==> config.mk <==
export PLATFORM = sky130hd
export DESIGN_NAME = sample_framer_flat
export DESIGN_NICKNAME = d
export VERILOG_FILES = /design/src/rtl/spike_pkg.sv /design/src/rtl/sample_framer_if.sv /design/src/rtl/sample_fifo.sv /design/src/rtl/sample_framer.sv /design/src/flat_wrapper.sv
export SDC_FILE = /design/constraint.sdc
export NUM_CORES = 1
export LEC_CHECK = 0
export ABC_AREA = 1
export CAP_MARGIN = 20
export CORE_UTILIZATION = 49
export DETAILED_ROUTE_END_ITERATION = 7
export DONT_BUFFER_PORTS = 1
export SETUP_SLACK_MARGIN = 0.15
export SLEW_MARGIN = 40
export SYNTH_ARGS = -nofsm -noshare
export SYNTH_HDL_FRONTEND = slang
export SYNTH_SLANG_ARGS = --single-unit
==> constraint.sdc <==
create_clock -name clk -period 5.7 [get_ports clk]
set_clock_uncertainty 0.2 [all_clocks]
set_input_delay 1.14 -clock clk [delete_from_list [all_inputs] [get_ports clk]]
set_output_delay 1.14 -clock clk [all_outputs]
set_load 0.05 [all_outputs]
==> src/rtl/spike_pkg.sv <==
// Shared constants and elaboration-time helpers for the sample framer family.
// Width helpers are constant functions so they can size ports and localparams.
package spike_pkg;

    localparam int BYTE_W = 8;

    function automatic int clog2(input int value);
        int r;
        r = 0;
        while ((1 << r) < value) begin
            r++;
        end
        return r;
    endfunction

    // A single channel still needs a 1-bit tag field.
    function automatic int ch_width(input int num_channels);
        return (num_channels <= 1) ? 1 : clog2(num_channels);
    endfunction

    function automatic int entry_width(input int ch_w, input int data_width);
        return ch_w + data_width;
    endfunction

endpackage

==> src/rtl/sample_framer_if.sv <==
// Byte-side inputs and sample-side valid/ready outputs of the sample framer.
// slave is the framer's view; master is the view of the block driving it.
interface sample_framer_if
    import spike_pkg::*;
#(
    parameter int DATA_WIDTH   = 16,
    parameter int NUM_CHANNELS = 2,
    parameter int FIFO_DEPTH   = 4
);

    localparam int CH_W  = ch_width(NUM_CHANNELS);
    localparam int LVL_W = clog2(FIFO_DEPTH) + 1;

    logic [BYTE_W-1:0]     byte_in;
    logic                  byte_valid;
    logic                  sync;
    logic [DATA_WIDTH-1:0] sample_out;
    logic [CH_W-1:0]       channel_out;
    logic                  sample_valid;
    logic                  sample_ready;
    logic                  frame_error;
    logic                  overflow;
    logic [LVL_W-1:0]      fill_level;

    // Handshake: a sample transfers on every rising clk edge where
    // sample_valid && sample_ready; sample_valid never waits on sample_ready,
    // and sample_out/channel_out hold steady until the transfer happens.
    // byte_valid has no back-pressure: a strobed byte is always taken.
    modport slave (
        input  byte_in, byte_valid, sync, sample_ready,
        output sample_out, channel_out, sample_valid, frame_error, overflow, fill_level
    );

    modport master (
        output byte_in, byte_valid, sync, sample_ready,
        input  sample_out, channel_out, sample_valid, frame_error, overflow, fill_level
    );

endinterface

==> src/rtl/sample_fifo.sv <==
// First-word-fall-through FIFO with async reset and synchronous clear.
// A push into a full FIFO succeeds when a pop happens on the same edge.
module sample_fifo
    import spike_pkg::*;
#(
    parameter int WIDTH = 18,
    parameter int DEPTH = 4
) (
    input  logic                     clk,
    input  logic                     rst,
    input  logic                     clr,
    input  logic                     push,
    input  logic                     pop,
    input  logic [WIDTH-1:0]         din,
    output logic [WIDTH-1:0]         dout,
    output logic                     empty,
    output logic                     full,
    output logic [clog2(DEPTH):0]    level
);

    localparam int AW = clog2(DEPTH);

    logic [WIDTH-1:0] mem [DEPTH];
    logic [AW-1:0]    wr_ptr;
    logic [AW-1:0]    rd_ptr;
    logic [AW:0]      count;
    logic             do_push;
    logic             do_pop;

    assign empty   = (count == '0);
    assign full    = (count == (AW + 1)'(DEPTH));
    assign do_pop  = pop && !empty;
    assign do_push = push && (!full || do_pop);

    always_ff @(posedge clk or posedge rst) begin
        if (rst) begin
            wr_ptr <= '0;
            rd_ptr <= '0;
            count  <= '0;
        end else if (clr) begin
            wr_ptr <= '0;
            rd_ptr <= '0;
            count  <= '0;
        end else begin
            if (do_push) begin
                wr_ptr <= wr_ptr + 1'b1;
            end
            if (do_pop) begin
                rd_ptr <= rd_ptr + 1'b1;
            end
            case ({do_push, do_pop})
                2'b10:   count <= count + 1'b1;
                2'b01:   count <= count - 1'b1;
                default: count <= count;
            endcase
        end
    end

    // Storage needs no reset: an empty FIFO masks its contents at dout.
    always_ff @(posedge clk) begin
        if (do_push) begin
            mem[wr_ptr] <= din;
        end
    end

    assign dout  = empty ? '0 : mem[rd_ptr];
    assign level = count;

endmodule

==> src/rtl/sample_framer.sv <==
// Assembles a strobed byte stream into channel-tagged samples with an
// inter-byte timeout for partial frames, buffered in an output FIFO.
module sample_framer
    import spike_pkg::*;
#(
    parameter int DATA_WIDTH     = 16,
    parameter int NUM_CHANNELS   = 2,
    parameter int MSB_FIRST      = 1,
    parameter int TIMEOUT_CYCLES = 255,
    parameter int FIFO_DEPTH     = 4
) (
    input logic            clk,
    input logic            rst,
    sample_framer_if.slave bus
);

    localparam int BYTES = DATA_WIDTH / BYTE_W;
    localparam int CH_W  = ch_width(NUM_CHANNELS);
    localparam int IDX_W = (BYTES <= 1) ? 1 : clog2(BYTES);
    localparam int TO_W  = (TIMEOUT_CYCLES < 1) ? 1 : clog2(TIMEOUT_CYCLES + 1);
    localparam int EW    = entry_width(CH_W, DATA_WIDTH);
    localparam int LVL_W = clog2(FIFO_DEPTH) + 1;
    // Single-byte samples can never be left partial, so the timeout is moot.
    localparam bit TO_EN = (TIMEOUT_CYCLES > 0) && (BYTES > 1);

    logic [IDX_W-1:0]      byte_idx;
    logic [CH_W-1:0]       chan;
    logic [TO_W-1:0]       tcnt;
    logic [DATA_WIDTH-1:0] asm_q;
    logic [DATA_WIDTH-1:0] asm_ins;
    logic                  frame_error_q;
    logic                  overflow_q;

    logic                  accept;
    logic                  last_byte;
    logic                  complete;
    logic                  idle_mid;
    logic                  expire;

    logic [EW-1:0]         fifo_dout;
    logic                  fifo_empty;
    logic                  fifo_full;
    logic [LVL_W-1:0]      fifo_level;

    assign accept    = bus.byte_valid && !bus.sync;
    assign last_byte = (int'(byte_idx) == BYTES - 1);
    assign complete  = accept && last_byte;
    assign idle_mid  = !bus.byte_valid && !bus.sync && (byte_idx != '0);
    assign expire    = TO_EN && idle_mid && (int'(tcnt) == TIMEOUT_CYCLES - 1);

    // Partial sample with the incoming byte dropped into its slot; on the
    // last byte this is the finished sample that goes into the FIFO.
    always_comb begin
        asm_ins = asm_q;
        for (int i = 0; i < BYTES; i++) begin
            if (int'(byte_idx) == ((MSB_FIRST != 0) ? (BYTES - 1 - i) : i)) begin
                asm_ins[i*BYTE_W +: BYTE_W] = bus.byte_in;
            end
        end
    end

    always_ff @(posedge clk or posedge rst) begin
        if (rst) begin
            byte_idx <= '0;
            tcnt     <= '0;
            asm_q    <= '0;
        end else if (bus.sync) begin
            byte_idx <= '0;
            tcnt     <= '0;
            asm_q    <= '0;
        end else if (accept) begin
            tcnt <= '0;
            if (last_byte) begin
                byte_idx <= '0;
                asm_q    <= '0;
            end else begin
                byte_idx <= byte_idx + 1'b1;
                asm_q    <= asm_ins;
            end
        end else if (expire) begin
            byte_idx <= '0;
            tcnt     <= '0;
            asm_q    <= '0;
        end else if (TO_EN && idle_mid) begin
            tcnt <= tcnt + 1'b1;
        end
    end

    // The channel advances on every completion, dropped or not, so the tag
    // stays aligned with the position of the sample in the stream.
    always_ff @(posedge clk or posedge rst) begin
        if (rst) begin
            chan <= '0;
        end else if (bus.sync) begin
            chan <= '0;
        end else if (complete) begin
            chan <= (int'(chan) == NUM_CHANNELS - 1) ? '0 : chan + 1'b1;
        end
    end

    always_ff @(posedge clk or posedge rst) begin
        if (rst) begin
            frame_error_q <= 1'b0;
            overflow_q    <= 1'b0;
        end else if (bus.sync) begin
            frame_error_q <= 1'b0;
            overflow_q    <= 1'b0;
        end else begin
            frame_error_q <= expire;
            if (complete && fifo_full && !bus.sample_ready) begin
                overflow_q <= 1'b1;
            end
        end
    end

    sample_fifo #(
        .WIDTH (EW),
        .DEPTH (FIFO_DEPTH)
    ) u_fifo (
        .clk   (clk),
        .rst   (rst),
        .clr   (bus.sync),
        .push  (complete),
        .pop   (bus.sample_ready),
        .din   ({chan, asm_ins}),
        .dout  (fifo_dout),
        .empty (fifo_empty),
        .full  (fifo_full),
        .level (fifo_level)
    );

    assign bus.sample_out   = fifo_dout[DATA_WIDTH-1:0];
    assign bus.channel_out  = fifo_dout[EW-1 -: CH_W];
    assign bus.sample_valid = !fifo_empty;
    assign bus.frame_error  = frame_error_q;
    assign bus.overflow     = overflow_q;
    assign bus.fill_level   = fifo_level;

endmodule

==> src/flat_wrapper.sv <==
// flat-port wrapper written by rule: the top's interface ports become plain ports
module sample_framer_flat import spike_pkg::*;
#(
    parameter int DATA_WIDTH     = 16,
    parameter int NUM_CHANNELS   = 2,
    parameter int MSB_FIRST      = 1,
    parameter int TIMEOUT_CYCLES = 255,
    parameter int FIFO_DEPTH     = 4
)
  (clk, rst, bus_byte_in, bus_byte_valid, bus_sync, bus_sample_ready, bus_sample_out, bus_channel_out, bus_sample_valid, bus_frame_error, bus_overflow, bus_fill_level);
  sample_framer_if #(.DATA_WIDTH(DATA_WIDTH), .NUM_CHANNELS(NUM_CHANNELS), .FIFO_DEPTH(FIFO_DEPTH)) bus_i ();
  input logic clk;
  input logic rst;
  input wire logic [$bits(bus_i.byte_in)-1:0] bus_byte_in;
  input wire logic [$bits(bus_i.byte_valid)-1:0] bus_byte_valid;
  input wire logic [$bits(bus_i.sync)-1:0] bus_sync;
  input wire logic [$bits(bus_i.sample_ready)-1:0] bus_sample_ready;
  output wire logic [$bits(bus_i.sample_out)-1:0] bus_sample_out;
  output wire logic [$bits(bus_i.channel_out)-1:0] bus_channel_out;
  output wire logic [$bits(bus_i.sample_valid)-1:0] bus_sample_valid;
  output wire logic [$bits(bus_i.frame_error)-1:0] bus_frame_error;
  output wire logic [$bits(bus_i.overflow)-1:0] bus_overflow;
  output wire logic [$bits(bus_i.fill_level)-1:0] bus_fill_level;
  assign bus_i.byte_in = bus_byte_in;
  assign bus_i.byte_valid = bus_byte_valid;
  assign bus_i.sync = bus_sync;
  assign bus_i.sample_ready = bus_sample_ready;
  assign bus_sample_out = bus_i.sample_out;
  assign bus_channel_out = bus_i.channel_out;
  assign bus_sample_valid = bus_i.sample_valid;
  assign bus_frame_error = bus_i.frame_error;
  assign bus_overflow = bus_i.overflow;
  assign bus_fill_level = bus_i.fill_level;
  sample_framer #(.DATA_WIDTH(DATA_WIDTH), .NUM_CHANNELS(NUM_CHANNELS), .MSB_FIRST(MSB_FIRST), .TIMEOUT_CYCLES(TIMEOUT_CYCLES), .FIFO_DEPTH(FIFO_DEPTH)) u_core (.clk(clk), .rst(rst), .bus(bus_i));
endmodule
# After elaboration in Yosys (flattened, before gate mapping)
# Memory sizes are Yosys's and may differ from the RTL's.
# Cells that the tools add are included.
# totals
reg_bits	35
ramBits	68
inputBits	13
out_inout_bits	23
mem_count	1
# mem_list
name	depth	width	read_ports	rd_ports_with_merged_regs	wr	line_no	source
u_core.u_fifo.mem	4	17	1	0	1	sample_fifo.sv:23	logic [WIDTH-1:0] mem [DEPTH];
# classes
n_addsub	7
n_eq_ne	4
n_mux	29
n_reduce_logical	23
# ops
operator	n
2-to-1 mux 16 bit	4
2-to-1 mux 8 bit	6
2-to-1 mux 17 bit	1
2-to-1 mux 1 bit	12
logical AND 1 bit	9
adder 8 x 1 -> 8 bit (second input constant)	1
== test 8 x 2 -> 1 bit (second input constant)	1
2-to-1 mux 2 bit	4
nonzero test 2 bit	4
one-hot mux 3 bit (2 select lines)	1
nonzero test 3 bit	2
zero test 1 bit	5
adder 2 x 1 -> 2 bit (second input constant)	2
nonzero test 4 bit	1
adder 3 x 1 -> 3 bit (second input constant)	1
== test 3 bit (second input constant)	1
zero test 3 bit	1
2-to-1 mux 3 bit	1
subtractor 3 x 1 -> 3 bit (second input constant)	1
adder 1 bit (second input constant)	2
== test 2 x 1 -> 1 bit (second input constant)	1
== test 2 bit (second input constant)	1
logical OR 1 bit	1

# Logic depth before layout (Yosys ltp)
# depth
depth_word	8
ltp_mapped	11
ltp_nobuf	11

# By module
# A second synthesis with hierarchy kept.
# unflattened
hier_cells	476
area_unflattened_um2	4699.5
# by_module_without_submodules
mod	instances	cells_each	area_per_inst_um2	seq_area_each_um2
sample_fifo	1	265	3178.0	2217.1
sample_framer	1	211	1521.5	700.7

# Least setup slack after synthesis
# No wires, ideal clock.
# synth_path
kind	reg2out
startpoint	register u_core.u_fifo.count[2] (netlist: u_core.u_fifo.level[2])
endpoint	output port bus_sample_out[10]
arrival_time_ps	2147
slack_ps	2213
path_stages_with_launch	6
path_buffers	1
path_cell_list	dfrtp_1 -> inv_1 -> nand2_2 -> inv_2 -> buf_2 -> a21oi_1
# synth_via
elab_chain_len	2
# synth_lines
element	line_no	source
from (decl)	sample_fifo.sv:26	logic [AW:0] count;
from (signal assigned)	sample_fifo.sv:52	2'b10: count <= count + 1'b1;
from (signal assigned)	sample_fifo.sv:53	2'b01: count <= count - 1'b1;
from (signal assigned)	sample_fifo.sv:54	default: count <= count;
zero test 3 bit	sample_fifo.sv:30	assign empty = (count == '0);
2-to-1 mux 17 bit	sample_fifo.sv:66	assign dout = empty ? '0 : mem[rd_ptr];
to (decl)	flat_wrapper.sv:18	output wire logic [$bits(bus_i.sample_out)-1:0] bus_sample_out;
# Every way passes these cells.

# Final worst setup path
# layout_path
startpoint	register u_core.u_fifo.count[2] (netlist: u_core.u_fifo.level[2])
endpoint	output port bus_sample_out[6]
# The elaborated chain is that of the path after synthesis.

==> results.yml <==
logic_synthesis:
  netlist_instances: 417
  syn_area_sq_um: 4430
  seq_area_frac_synth_pct: 65.8
  ys_types: 29
  ys_ff_latch: 103
  syn_nets: 437
  synth.yosys.warnings: 0
  synth.avg_cell_area_sq_um: 10.6
route:
  antenna_left: 0
  first_pass_iters: 4
  drt-initial-drc-count: 131
  routed_wl_microns: 8940
  vias_per_cell: 5.43
  drc_errors: 0
  vias: 2875
  routedWlPerCell_microns: 16.9
worst_setup_path:
  critPathLaunch: "u_core.u_fifo.level[2]"
  critPathMaxFanout: 17
  r2r-start: "u_core.u_fifo.level[1]"
  arrival_ns: 2.47
  cp.required_ns: 4.36
  end_kind: "primary output"
  path_class: "flip-flop to primary output"
  crit_path_start_kind: "flip-flop"
min_path:
  hold_start: "u_core.asm_q[7]"
  hold_class: "flip-flop to flip-flop"
clock_tree:
  h-tree-depth: 3
  cts_buffers: 9
  cts_tree: "yes"
  clk_pin_slew_ns: 0.10
  cts_resized: 0
  clk_latency_ns: 0.35
  cts_buffer_depth: 2
  cts_sinks: 103
  cts_root_buf: "clkbuf_8"
  cts_hold_buf: 0
  cts_setup_buffers: 0
global_routing:
  grt_util_all_layers_pct: 19.9
  grt_pass1_wl_microns: 14700
  antenna_found_initial: 0
  grt_pass1_vias: 2852
  overflow: 0
  grt_max_degree: 37
status:
  status: "completed"
placed_design:
  gp_congestion: 0.752
  dp_cells: 513
  io_buffers: 0
  dp_hpwl_microns: 5890
  placed_cell_area_sq_um: 4580
sta:
  fin_tns_setup_ns: 0
  hold_viol: 0
  max_clock_freq_mhz: 263
  drv_slew: 0
  rsz0062_at_grt: "no"
  max_slew_margin_pct: 52.9
  worst_pin_slew_ns: 0.705
  setup_viol: 0
  period_share_pct: 66.8
  period_needed_ns: 3.81
finish:
  drive_gt1_share_pct: 12.8
  fin_util_pct: 54.7
  syn_to_final_growth_pct: 7.53
  fin_nets: 436
  layoutNonFillerInstCount: 529
  num_antenna_cells: 0
  design_area_sq_um: 4770
pwr:
  powerDensity_nw_per_um2: 401
  leakagePower_nw: 1.84
  ir_drop_v: 0.000188
floorplan:
  ios: 36
  start_util_pct: 50.8
  core_sq_um: 8720
  die_y_microns: 97.1
  num_rows: 34
  die-area_sq_um: 9430
  die_w_microns: 97.1
flow_run:
  cap_viol_max_count: 0
final timing paths:
check                      cells past startpoint                 endpoint  slack (ns)
setup / recovery                               4        bus_sample_out[6]        1.89
hold reg to reg                                2          u_core.asm_q[7]        0.30
max in group asynchronous                      2  u_core.u_fifo.rd_ptr[0]        4.38
setup reg to reg                              11   u_core.u_fifo.level[2]        3.10
min in group asynchronous                      2         u_core.asm_q[11]        0.58
hold / removal                                 2          u_core.asm_q[7]        0.30
synth_stat cells:
cell type | number | share of area (%)
nor3_1 | 1 | 0.11
nand3_2 | 4 | 0.90
nor2_1 | 85 | 7.2
inv_1 | 29 | 2.5
o22ai_1 | 8 | 1.1
nand2_1 | 51 | 4.3
nor2_2 | 2 | 0.28
a21boi_0 | 6 | 1.0
nand2_2 | 4 | 0.56
fa_1 | 1 | 0.45
ha_1 | 6 | 1.7
buf_2 | 8 | 0.90
nand4_1 | 3 | 0.42
a31oi_1 | 1 | 0.14
xor2_1 | 4 | 0.79
and3_1 | 1 | 0.14
dfrtp_1 | 35 | 20
xnor2_1 | 1 | 0.20
a21oi_1 | 25 | 2.8
clkbuf_1 | 3 | 0.25
buf_4 | 4 | 0.68
o21bai_1 | 1 | 0.17
edfxtp_1 | 68 | 46
inv_2 | 5 | 0.42
nand3_1 | 8 | 0.90
o21ai_1 | 3 | 0.34
o21ai_4 | 1 | 0.37
clkbuf_2 | 2 | 0.23
o21ai_0 | 47 | 5.3
cell type report:
cell class,count,area (sq um)
fill,737,3950
sequential,103,2920
multi-input combinational,263,1360
tap,108,135
clock buffer,10,128
inverter,34,128
clock inverter,6,60.1
timing repair buffer,5,37.5
power by group:
| group | internal (W) | switching (W) |
|---|---|---|
| registers | 0.000824 | 0.0000794 |
| logic | 0.000101 | 0.000469 |
| clock network | 0.000202 | 0.000238 |
| total | 0.00113 | 0.000787 |
stage by stage:
stage | hold slack (ns) | setup WS, ns | power [W]
6_report | 0.301 | 1.89 | 0.00191
5_1_grt | 0.341 | 1.75 | 0.00200
4_1_cts | 0.298 | 1.73 | 0.00193
3_5_place_dp | 0.285 | 2.11 | 0.00150
3_3_place_gp | 0.279 | 1.65 | 0.00144
2_1_floorplan | 0.267 | 2.21 | 0.00139
worst max-delay path, cell delays in order, from the launching register on:
cell and delay [ns]:
dfrtp_1 0.75, inv_1 0.15, nand2_2 0.33, inv_2 0.30
a21oi_2 0.57
sequential cells by signal, summed over array words and instances (netlist names):
| register | cells |
|---|---|
| u_core.u_fifo.wr_ptr | 2 |
| u_core.tcnt | 8 |
| u_core.u_fifo.rd_ptr | 2 |
| u_core.u_fifo.level | 3 |
| u_core.bus.frame_error | 1 |
| u_core.chan | 1 |
| u_core.u_fifo.mem | 68 |
| u_core.asm_q | 16 |
| u_core.bus.overflow | 1 |
| u_core.byte_idx | 1 |
layout by cell type, fill, tap and decap left out, types with 2 or more instances in the layout:
| cell | n |
|---|---|
| nor2_2 | 2 |
| a21boi_0 | 6 |
| o22ai_1 | 8 |
| clkbuf_8 | 9 |
| nand3_2 | 4 |
| dfrtp_1 | 34 |
| nand4_1 | 3 |
| nand2_1 | 51 |
| o21ai_1 | 3 |
| nand3_1 | 8 |
| edfxtp_1 | 68 |
| xor2_1 | 4 |
| a21oi_1 | 8 |
| buf_4 | 5 |
| ha_1 | 6 |
| o21ai_0 | 47 |
| nand2_2 | 4 |
| clkinv_2 | 2 |
| inv_1 | 28 |
| a21oi_2 | 17 |
| nor2_1 | 85 |
| inv_2 | 6 |
cells by family after synthesis:
family,Yosys count,share of synthesized area (%)
AOI/OAI and AO/OA,92,11.3
xor gates and xnor gates,5,0.988
adders and majority gates,7,2.14
buffers and inverters,51,4.94
DFF,103,65.8
and+or+nand+nor,159,14.8
metal layers:
| metal | track usage (%) | up-vias | wire [microns] |
|---|---|---|---|
| li1 | - | 1400 | - |
| met1 | 26.8 | 1400 | 4150 |
| met2 | 32.0 | 68 | 4170 |
| met3 | 5.32 | 7 | 548 |
| met4 | 5.74 | 0 | 69 |
| met5 | 0 | - | 0 |
(Power assumes the default switching activity.)
